==> src/rtl/gesture_pkg.sv <==
// Shared types and defaults for the binary bounding-box detector.
// State encoding, default image geometry and the min-tracker start value.
package gesture_pkg;

  typedef enum logic [1:0] {
    IDLE   = 2'd0,
    ACTIVE = 2'd1,
    LATCH  = 2'd2
  } state_t;

  localparam int IMG_W_DEF = 640;
  localparam int IMG_H_DEF = 480;

  // Min trackers start here so the first foreground pixel always wins.
  localparam logic [31:0] COORD_SENTINEL = 32'hFFFF_FFFF;

endpackage

==> src/rtl/binary_bbox_detector_edge.sv <==
// One-register edge detector: rise/fall are combinational, valid in the cycle the input changes.
// No backpressure; RESET_VAL picks what the input is assumed to have been before reset released.
module signal_edge_detect #(
  parameter logic RESET_VAL = 1'b0
) (
  input  logic clk,
  input  logic rst_n,
  input  logic sig,
  output logic rise,
  output logic fall
);

  logic sig_d;

  always_ff @(posedge clk or negedge rst_n) begin
    if (!rst_n) sig_d <= RESET_VAL;
    else        sig_d <= sig;
  end

  assign rise = sig & ~sig_d;
  assign fall = ~sig & sig_d;

endmodule

==> src/rtl/binary_bbox_detector.sv <==
// Per-frame foreground bounding box and pixel count; results register 2 edges after vsync falls.
// No backpressure: every pixel strobe is consumed; frame_done pulses while LATCH is held.
module binary_bbox_detector
  import gesture_pkg::*;
#(
  parameter int IMG_W      = IMG_W_DEF,
  parameter int IMG_H      = IMG_H_DEF,
  parameter int XW         = 10,
  parameter int YW         = 10,
  parameter int CNTW       = 19,
  parameter int MIN_PIXELS = 64
) (
  input  logic            clk,
  input  logic            rst_n,
  input  logic            per_frame_vsync,
  input  logic            per_frame_hsync,
  input  logic            per_frame_clken,
  input  logic [15:0]     per_img_Y,
  output logic [XW-1:0]   box_x_min,
  output logic [XW-1:0]   box_x_max,
  output logic [YW-1:0]   box_y_min,
  output logic [YW-1:0]   box_y_max,
  output logic [CNTW-1:0] pix_count,
  output logic            box_valid,
  output logic            frame_done
);

  localparam logic [XW-1:0]   COL_LAST = XW'(IMG_W - 1);
  localparam logic [YW-1:0]   ROW_LAST = YW'(IMG_H - 1);
  localparam logic [CNTW-1:0] CNT_MAX  = '1;

  state_t          state, state_nxt;
  logic            vs_rise, vs_fall, hs_rise, hs_fall;
  logic [XW-1:0]   col, col_cur;
  logic            line_full, full_cur;
  logic [YW-1:0]   row;
  logic [XW-1:0]   x_min, x_max;
  logic [YW-1:0]   y_min, y_max;
  logic [CNTW-1:0] cnt;
  logic            accept, fg, frame_start;
  logic            unused_y_bits;

  assign unused_y_bits = ^per_img_Y[15:1];

  // vsync edge register resets high so a frame already in flight at reset release is skipped.
  signal_edge_detect #(.RESET_VAL(1'b1)) u_vs_edge (
    .clk(clk), .rst_n(rst_n), .sig(per_frame_vsync), .rise(vs_rise), .fall(vs_fall)
  );

  signal_edge_detect #(.RESET_VAL(1'b0)) u_hs_edge (
    .clk(clk), .rst_n(rst_n), .sig(per_frame_hsync), .rise(hs_rise), .fall(hs_fall)
  );

  always_ff @(posedge clk or negedge rst_n) begin
    if (!rst_n) state <= IDLE;
    else        state <= state_nxt;
  end

  always_comb begin
    state_nxt = state;
    case (state)
      IDLE:    if (vs_rise) state_nxt = ACTIVE;
      ACTIVE:  if (vs_fall) state_nxt = LATCH;
      LATCH:   state_nxt = IDLE;
      default: state_nxt = IDLE;
    endcase
  end

  always_comb begin
    frame_done = (state == LATCH);
  end

  assign frame_start = (state == IDLE) && vs_rise;
  assign accept      = (state == ACTIVE) && per_frame_hsync && per_frame_clken;
  assign fg          = accept && per_img_Y[0];

  // A pixel arriving on the hsync-rise cycle itself is column 0.
  assign col_cur  = hs_rise ? '0 : col;
  assign full_cur = hs_rise ? 1'b0 : line_full;

  always_ff @(posedge clk or negedge rst_n) begin
    if (!rst_n) begin
      col       <= '0;
      line_full <= 1'b0;
    end else if (accept) begin
      col       <= (col_cur == COL_LAST) ? col_cur : col_cur + 1'b1;
      line_full <= full_cur | (col_cur == COL_LAST);
    end else if (hs_rise) begin
      col       <= '0;
      line_full <= 1'b0;
    end
  end

  always_ff @(posedge clk or negedge rst_n) begin
    if (!rst_n) begin
      row <= '0;
    end else if (frame_start) begin
      row <= '0;
    end else if ((state == ACTIVE) && hs_fall && (row != ROW_LAST)) begin
      row <= row + 1'b1;
    end
  end

  always_ff @(posedge clk or negedge rst_n) begin
    if (!rst_n) begin
      x_min <= '0;
      x_max <= '0;
      y_min <= '0;
      y_max <= '0;
      cnt   <= '0;
    end else if (frame_start) begin
      x_min <= COORD_SENTINEL[XW-1:0];
      x_max <= '0;
      y_min <= COORD_SENTINEL[YW-1:0];
      y_max <= '0;
      cnt   <= '0;
    end else if (fg) begin
      if (cnt != CNT_MAX) cnt <= cnt + 1'b1;
      // Pixels past the last column still count but do not move the box.
      if (!full_cur) begin
        if (col_cur < x_min) x_min <= col_cur;
        if (col_cur > x_max) x_max <= col_cur;
        if (row < y_min)     y_min <= row;
        if (row > y_max)     y_max <= row;
      end
    end
  end

  always_ff @(posedge clk or negedge rst_n) begin
    if (!rst_n) begin
      box_x_min <= '0;
      box_x_max <= '0;
      box_y_min <= '0;
      box_y_max <= '0;
      pix_count <= '0;
      box_valid <= 1'b0;
    end else if (state == LATCH) begin
      if (cnt == '0) begin
        box_x_min <= '0;
        box_x_max <= '0;
        box_y_min <= '0;
        box_y_max <= '0;
      end else begin
        box_x_min <= x_min;
        box_x_max <= x_max;
        box_y_min <= y_min;
        box_y_max <= y_max;
      end
      pix_count <= cnt;
      box_valid <= (cnt >= CNTW'(MIN_PIXELS));
    end
  end

endmodule

==> config.mk <==
export PLATFORM = sky130hd
export DESIGN_NAME = binary_bbox_detector
export DESIGN_NICKNAME = d
export VERILOG_FILES = /design/src/rtl/gesture_pkg.sv /design/src/rtl/binary_bbox_detector_edge.sv /design/src/rtl/binary_bbox_detector.sv
export SDC_FILE = /design/constraint.sdc
export NUM_CORES = 1
export LEC_CHECK = 0
export BUFFER_PORTS_ARGS = -buffer_cell sky130_fd_sc_hd__buf_4
export CAP_MARGIN = 20
export CORE_MARGIN = 3
export CORE_UTILIZATION = 45
export DETAILED_ROUTE_END_ITERATION = 10
export GPL_TIMING_DRIVEN = 0
export HOLD_SLACK_MARGIN = 0.03
export PLACE_DENSITY = 0.65
export SLEW_MARGIN = 30
export SYNTH_ARGS = -nofsm -noshare
export SYNTH_HDL_FRONTEND = slang
export SYNTH_SLANG_ARGS = --single-unit
==> constraint.sdc <==
create_clock -name clk -period 3.67 [get_ports clk]
set_input_delay 0.367 -clock clk [delete_from_list [all_inputs] [get_ports clk]]
set_output_delay 0.367 -clock clk [all_outputs]
set_load 0.02 [all_outputs]
## Word level (Yosys, flattened, before mapping)

Cells that the tools add are included.

- Flip-flop bits (word level): 144
- Input bits: 21
- Logic and storage cells: 96

- Add/subtract/negate cells: 3
- Magnitude comparators: 5
- Equality and inequality tests: 8
- Muxes and demuxes: 33
- Bitwise operators: 9
- Reductions and logical operators: 21

Operators with widths:

| operator | count |
|---|---|
| $mux W10 | 25 |
| $mux W19 | 3 |
| $add A10 B1 Y10 const B | 2 |
| $gt A10 B10 Y1 | 2 |
| $lt A10 B10 Y1 | 2 |
| $add A19 B1 Y19 const B | 1 |
| $ge A19 B7 Y1 const B | 1 |
| $logic_not A19 Y1 | 1 |
| $ne A19 B19 Y1 const B | 1 |
| $reduce_bool A2 Y1 | 7 |
| $reduce_and A3 Y1 | 4 |
| $eq A10 B10 Y1 const B | 1 |
| $ne A10 B9 Y1 const B | 1 |
| $logic_and A1 B1 Y1 | 6 |
| $and A1 B1 Y1 | 4 |
| $mux W2 | 2 |
| $ne A2 B1 Y1 const B | 2 |
| $not A1 Y1 | 4 |
| $pmux W2 S2 | 1 |
| $reduce_and A2 Y1 | 2 |
| $eq A2 B1 Y1 const B | 1 |
| $eq A2 B2 Y1 const B | 1 |
| $logic_not A2 Y1 | 1 |
| $mux W1 | 2 |
| other kinds (2) | 2 |

## Logic depth before layout (Yosys ltp)

- Word-level depth: 8
- Gate-level depth with buffers: 13

## Cells and area by module

From an unflattened synthesis, not the netlist that was laid out.

- Cell total of the unflattened synthesis: 661
- Area total of the unflattened synthesis: 7,033.0 um2

By module, submodules not included:

| module | instances | cells each | area an instance (um2) |
|---|---|---|---|
| binary_bbox_detector | 1 | 655 | 6,951.7 |
| signal_edge_detect at u_vs_edge | 1 | 3 | 41.3 |
| signal_edge_detect at u_hs_edge | 1 | 3 | 40.0 |

## Worst setup path before layout

No wires, ideal clock.

- Path type: flip-flop to flip-flop
- Start: reg u_hs_edge.sig_d
- End: reg x_max[4]
- Setup time: 0.080 ns
- Arrival time: 2.583 ns
- Required time: 3.590 ns
- Setup slack: 1.007 ns
- Stages on the path, launching flop included: 14
- Buffers on the path: 3
- Path through: dfrtp_1 nand2b_1 buf_4 buf_2 nand2_1 inv_1 ha_1 and4_1 nand3_1 a2111oi_2 a311oi_1 a311oi_1 buf_4 mux2i_1

- Cells in the longest elaborated chain, start to end: 7
- Elaborated cells between the ends (all ways): 12
- Classes of those cells: order compare: 1; eq/ne: 1; mux: 6; bitwise: 2; reduce/logical: 2

RTL lines:

| what | RTL line | RTL |
|---|---|---|
| start: declaration | binary_bbox_detector_edge.sv:13 | `logic sig_d;` |
| start signal: assignment | binary_bbox_detector_edge.sv:17 | `else sig_d <= sig;` |
| $not A1 Y1 (*) | binary_bbox_detector_edge.sv:20 | `assign rise = sig & ~sig_d;` |
| $and A1 B1 Y1 (*) | binary_bbox_detector_edge.sv:20 |  |
| branches (longest 5 deep; another with $gt A10 B10 Y1) | - |  |
| end signal: assignment | binary_bbox_detector.sv:122 | `if (col_cur > x_max) x_max <= col_cur;` |
| end: declaration | binary_bbox_detector.sv:37 | `logic [XW-1:0] x_min, x_max;` |

Every way passes the cells marked *. The select of a mux whose other input is x is not followed.
A chain may end at the register's enable or synchronous reset.

## Worst setup path in the final report

- Start: reg u_hs_edge.sig_d
- End: reg x_max[7]

The elaborated chain is that of the path after synthesis.

==> results.cfg <==
[synth]
synth-async-reset-ratio_pct = 100
syn_nets = 704
ys_ff_latch = 144
synth_area_mm2 = 0.00700
synth_top_cell_by_area = dfrtp_1
syn_inst = 645
ys_seq_area_share_pct = 51.5
yosysTopAreaCellShare_pct = 51.1
synthTopCellsByArea = dfrtp_1, ha_1, a22o_1, mux2i_1, nor2_1
synth_enable_flop_cells = 0
synth.avg_cell_area_um2 = 10.8
synthDistinctLibCells = 60
yosysWarnings = 0
dominantRegCellSynth = dfrtp_1
yosysMostFrequentCell = dfrtp_1
synth_commonest_cells = dfrtp_1, nor2_1, inv_1

[run_status]
status = completed

[worst_setup_path]
critPathLaunchType = register
crit_type = reg -> reg
crit_arrival_ns = 3.46
cp_slowest_cell = dfrtp_1
cp.required_ns = 4.01
rr_worst_depth = 13
reg2reg_from = u_hs_edge.sig_d
critPathMaxFanout = 10
rr_endpoint = x_max[7]
cp_cell_sequence = nand2b_1 > buf_4 > buf_2 > nand2_1 > inv_1 > ha_1 > and4_1 > nand3_1 > a2111oi_2 > a311oi_1 > a311oi_1 > buf_4 > mux2i_1
critPathCaptureType = register
critPathMaxStageDelay_ns = 0.38
r2r_slack_ns = 0.55

[detailed_routing]
wl_per_cell_um = 17.3
viasPerCell = 5.56
ant_nets = 0
dr_total_vias = 5156
route.detailed.drc = 0
first_iter_violations = 300
drtPass1Iterations = 4
wl_um = 16000

[cells_and_area]
n_antenna_cell = 0
nNetsFinal = 791
synthToLayoutAreaGrowth_pct = 18.6
final_layout_size_suffix_gt1_share_pct = 18.2
final_core_util_pct = 55.8
postLayoutCellArea_mm2 = 0.00830

[floorplanning]
die_x_um = 131
die_h_um = 131
dieArea_mm2 = 0.0171
placementRows = 44
core_mm2 = 0.0149
start_util_pct = 47.1
io_pins = 82

[grt]
track_usage_pct = 20.0
grt_pass1_vias = 5198
antenna_found_initial = 0
gr-total-overflow = 0
grt_max_degree = 74
grt_pass1_wl_um = 26800

[timing]
fin_worst_skew_ns = 0.00729
max_freq_ghz = 0.321
fin_setup_tns_ns = 0
period_minus_slack_ns = 3.12
slew_headroom_pct = 51.8
maxSlewViolCount = 0
hold_violations = 0
rsz0062_at_grt = false
tightest_slew_ns = 0.720
min_period_over_period_pct = 84.9
timing.final.ws_setup_ns = 0.553
setup_viol = 0

[power]
power_mw = 4.33
p_switching_mw = 1.23
p_comb_share_pct = 18.7
power_density_mw_per_mm2 = 522
p_int_mw = 3.11
p_leak_nw = 4.11
switching_share_pct = 28.4
seqPwrFrac_pct = 45.0
ir_worst_vdd_uv = 305
power.share.clock_pct = 36.3

[hold_path]
holdPathStages = 1
timing.hold.worst_endpoint = u_vs_edge.sig_d
worstHoldStart = per_frame_vsync
hold_path.class = in -> reg

[placement]
dp.final_hpwl_um = 11400
gp_congestion = 0.882
place_ws_ns = 0.553
placed_area_mm2 = 0.00776
portBuffers = 66

[cts]
cts_tree = yes
cts_buffers = 17
cts.htree.levels = 4
postCtsSetupBuffers = 0
cts.clk_slew.worst_paths_ns = 0.06
clock_path_buffers = 2
root_buffer = clkbuf_16
clock_sinks = 144
clk_latency_ns = 0.42

[run]
drv_cap = 0
[state kept, by name (all words and copies together) (netlist names)]
register         cells
row                 10
box_y_max           10
state                2
line_full            1
box_y_min           10
cnt                 19
box_x_max           10
y_max               10
u_hs_edge.sig_d      1
box_x_min           10
u_vs_edge.sig_d      1
y_min               10
x_min               10
x_max               10
col                 10
pix_count           19
box_valid            1
[worst max-delay path by stage]
stage          slack (ns)  cells after the start             from  endpoint
4_1_cts              0.57                     13  u_hs_edge.sig_d  x_max[7]
3_5_place_dp         0.55                     14  per_frame_hsync  x_max[7]
6_report             0.55                     13  u_hs_edge.sig_d  x_max[7]
3_3_place_gp         0.67                     14  per_frame_hsync  x_max[3]
5_1_grt              0.32                     13  u_hs_edge.sig_d  x_max[7]
2_1_floorplan        1.01                     13  u_hs_edge.sig_d  x_max[4]
[cell families after synthesis]
| family | count (synthesis) | share of synthesized area (%) |
|---|---|---|
| adders and majority gates | 38 | 6.80 |
| AOI/OAI and AO/OA | 126 | 13.1 |
| DFF | 144 | 51.5 |
| xor gates and xnor gates | 31 | 3.88 |
| muxes | 47 | 7.01 |
| buffers and inverters | 79 | 4.67 |
| and+or+nand+nor | 180 | 13.1 |
[critical path, delay by kind of cell (launching register included)]
family | cells | cell delay (ns)
buffers and inverters | 4 | 0.75
AO/OA/AOI/OAI | 3 | 0.70
AND/OR/NAND/NOR | 4 | 0.68
flip-flops | 1 | 0.38
adder cells (fa/ha/maj) | 1 | 0.31
multiplexers | 1 | 0.21
[routing by layer]
metal / up-vias / share of wire (%) / global-route usage [%]
met5: - / 0 / 0
met4: 0 / 1.4 / 6.59
met3: 19 / 3.0 / 3.94
met2: 87 / 48 / 31.9
met1: 2564 / 48 / 27.6
li1: 2486 / - / -
[stage by stage]
step / hold slack (ns) / cells
detailed placement: 0.377 / 896
global placement: 0.473 / 895
finish: 0.0868 / 927
floorplan: 0.0714 / 645
CTS: 0.0718 / 927
global route: 0.0712 / 927
[timing repair]
item / in CTS / in global routing
hold endpoints to repair: 71 / 0
resized for setup: 0 / 0
hold buffers: 1 / 0
[final cells by class]
cell class                 instances  area, um2
multi-input combinational        422       3070
fill                            1300       6570
buffer                            28        135
clock inverter                     7       62.6
sequential                       144       3600
inverter                          51        191
tap                              184        230
clock buffer                      23        468
timing repair buffer              68        541
[power groups by stage]
stage	sequential [mW]	combinational, mW	clock [mW]
after floorplan	2.07	0.368	0
after global placement	1.97	0.794	0
after detailed placement	1.97	0.816	0
after CTS	1.95	0.824	1.61
after global routing	1.97	0.902	1.68
final	1.95	0.812	1.57
[placed cells by master, fill, tap and decap left out, drive strengths merged, types with 6 or more instances in the layout]
master / instances
dfrtp: 143
buf: 81
nor2: 56
inv: 51
nand2: 42
a22o: 40
ha: 38
clkbuf: 37
mux2i: 31
o21ai: 28
a21oi: 20
nand3: 18
xnor2: 17
mux2: 16
xor2: 14
nand4: 14
nor4: 9
a211oi: 8
nor3: 8
and3: 6
No activity file was read; power rests on OpenSTA's default activity.
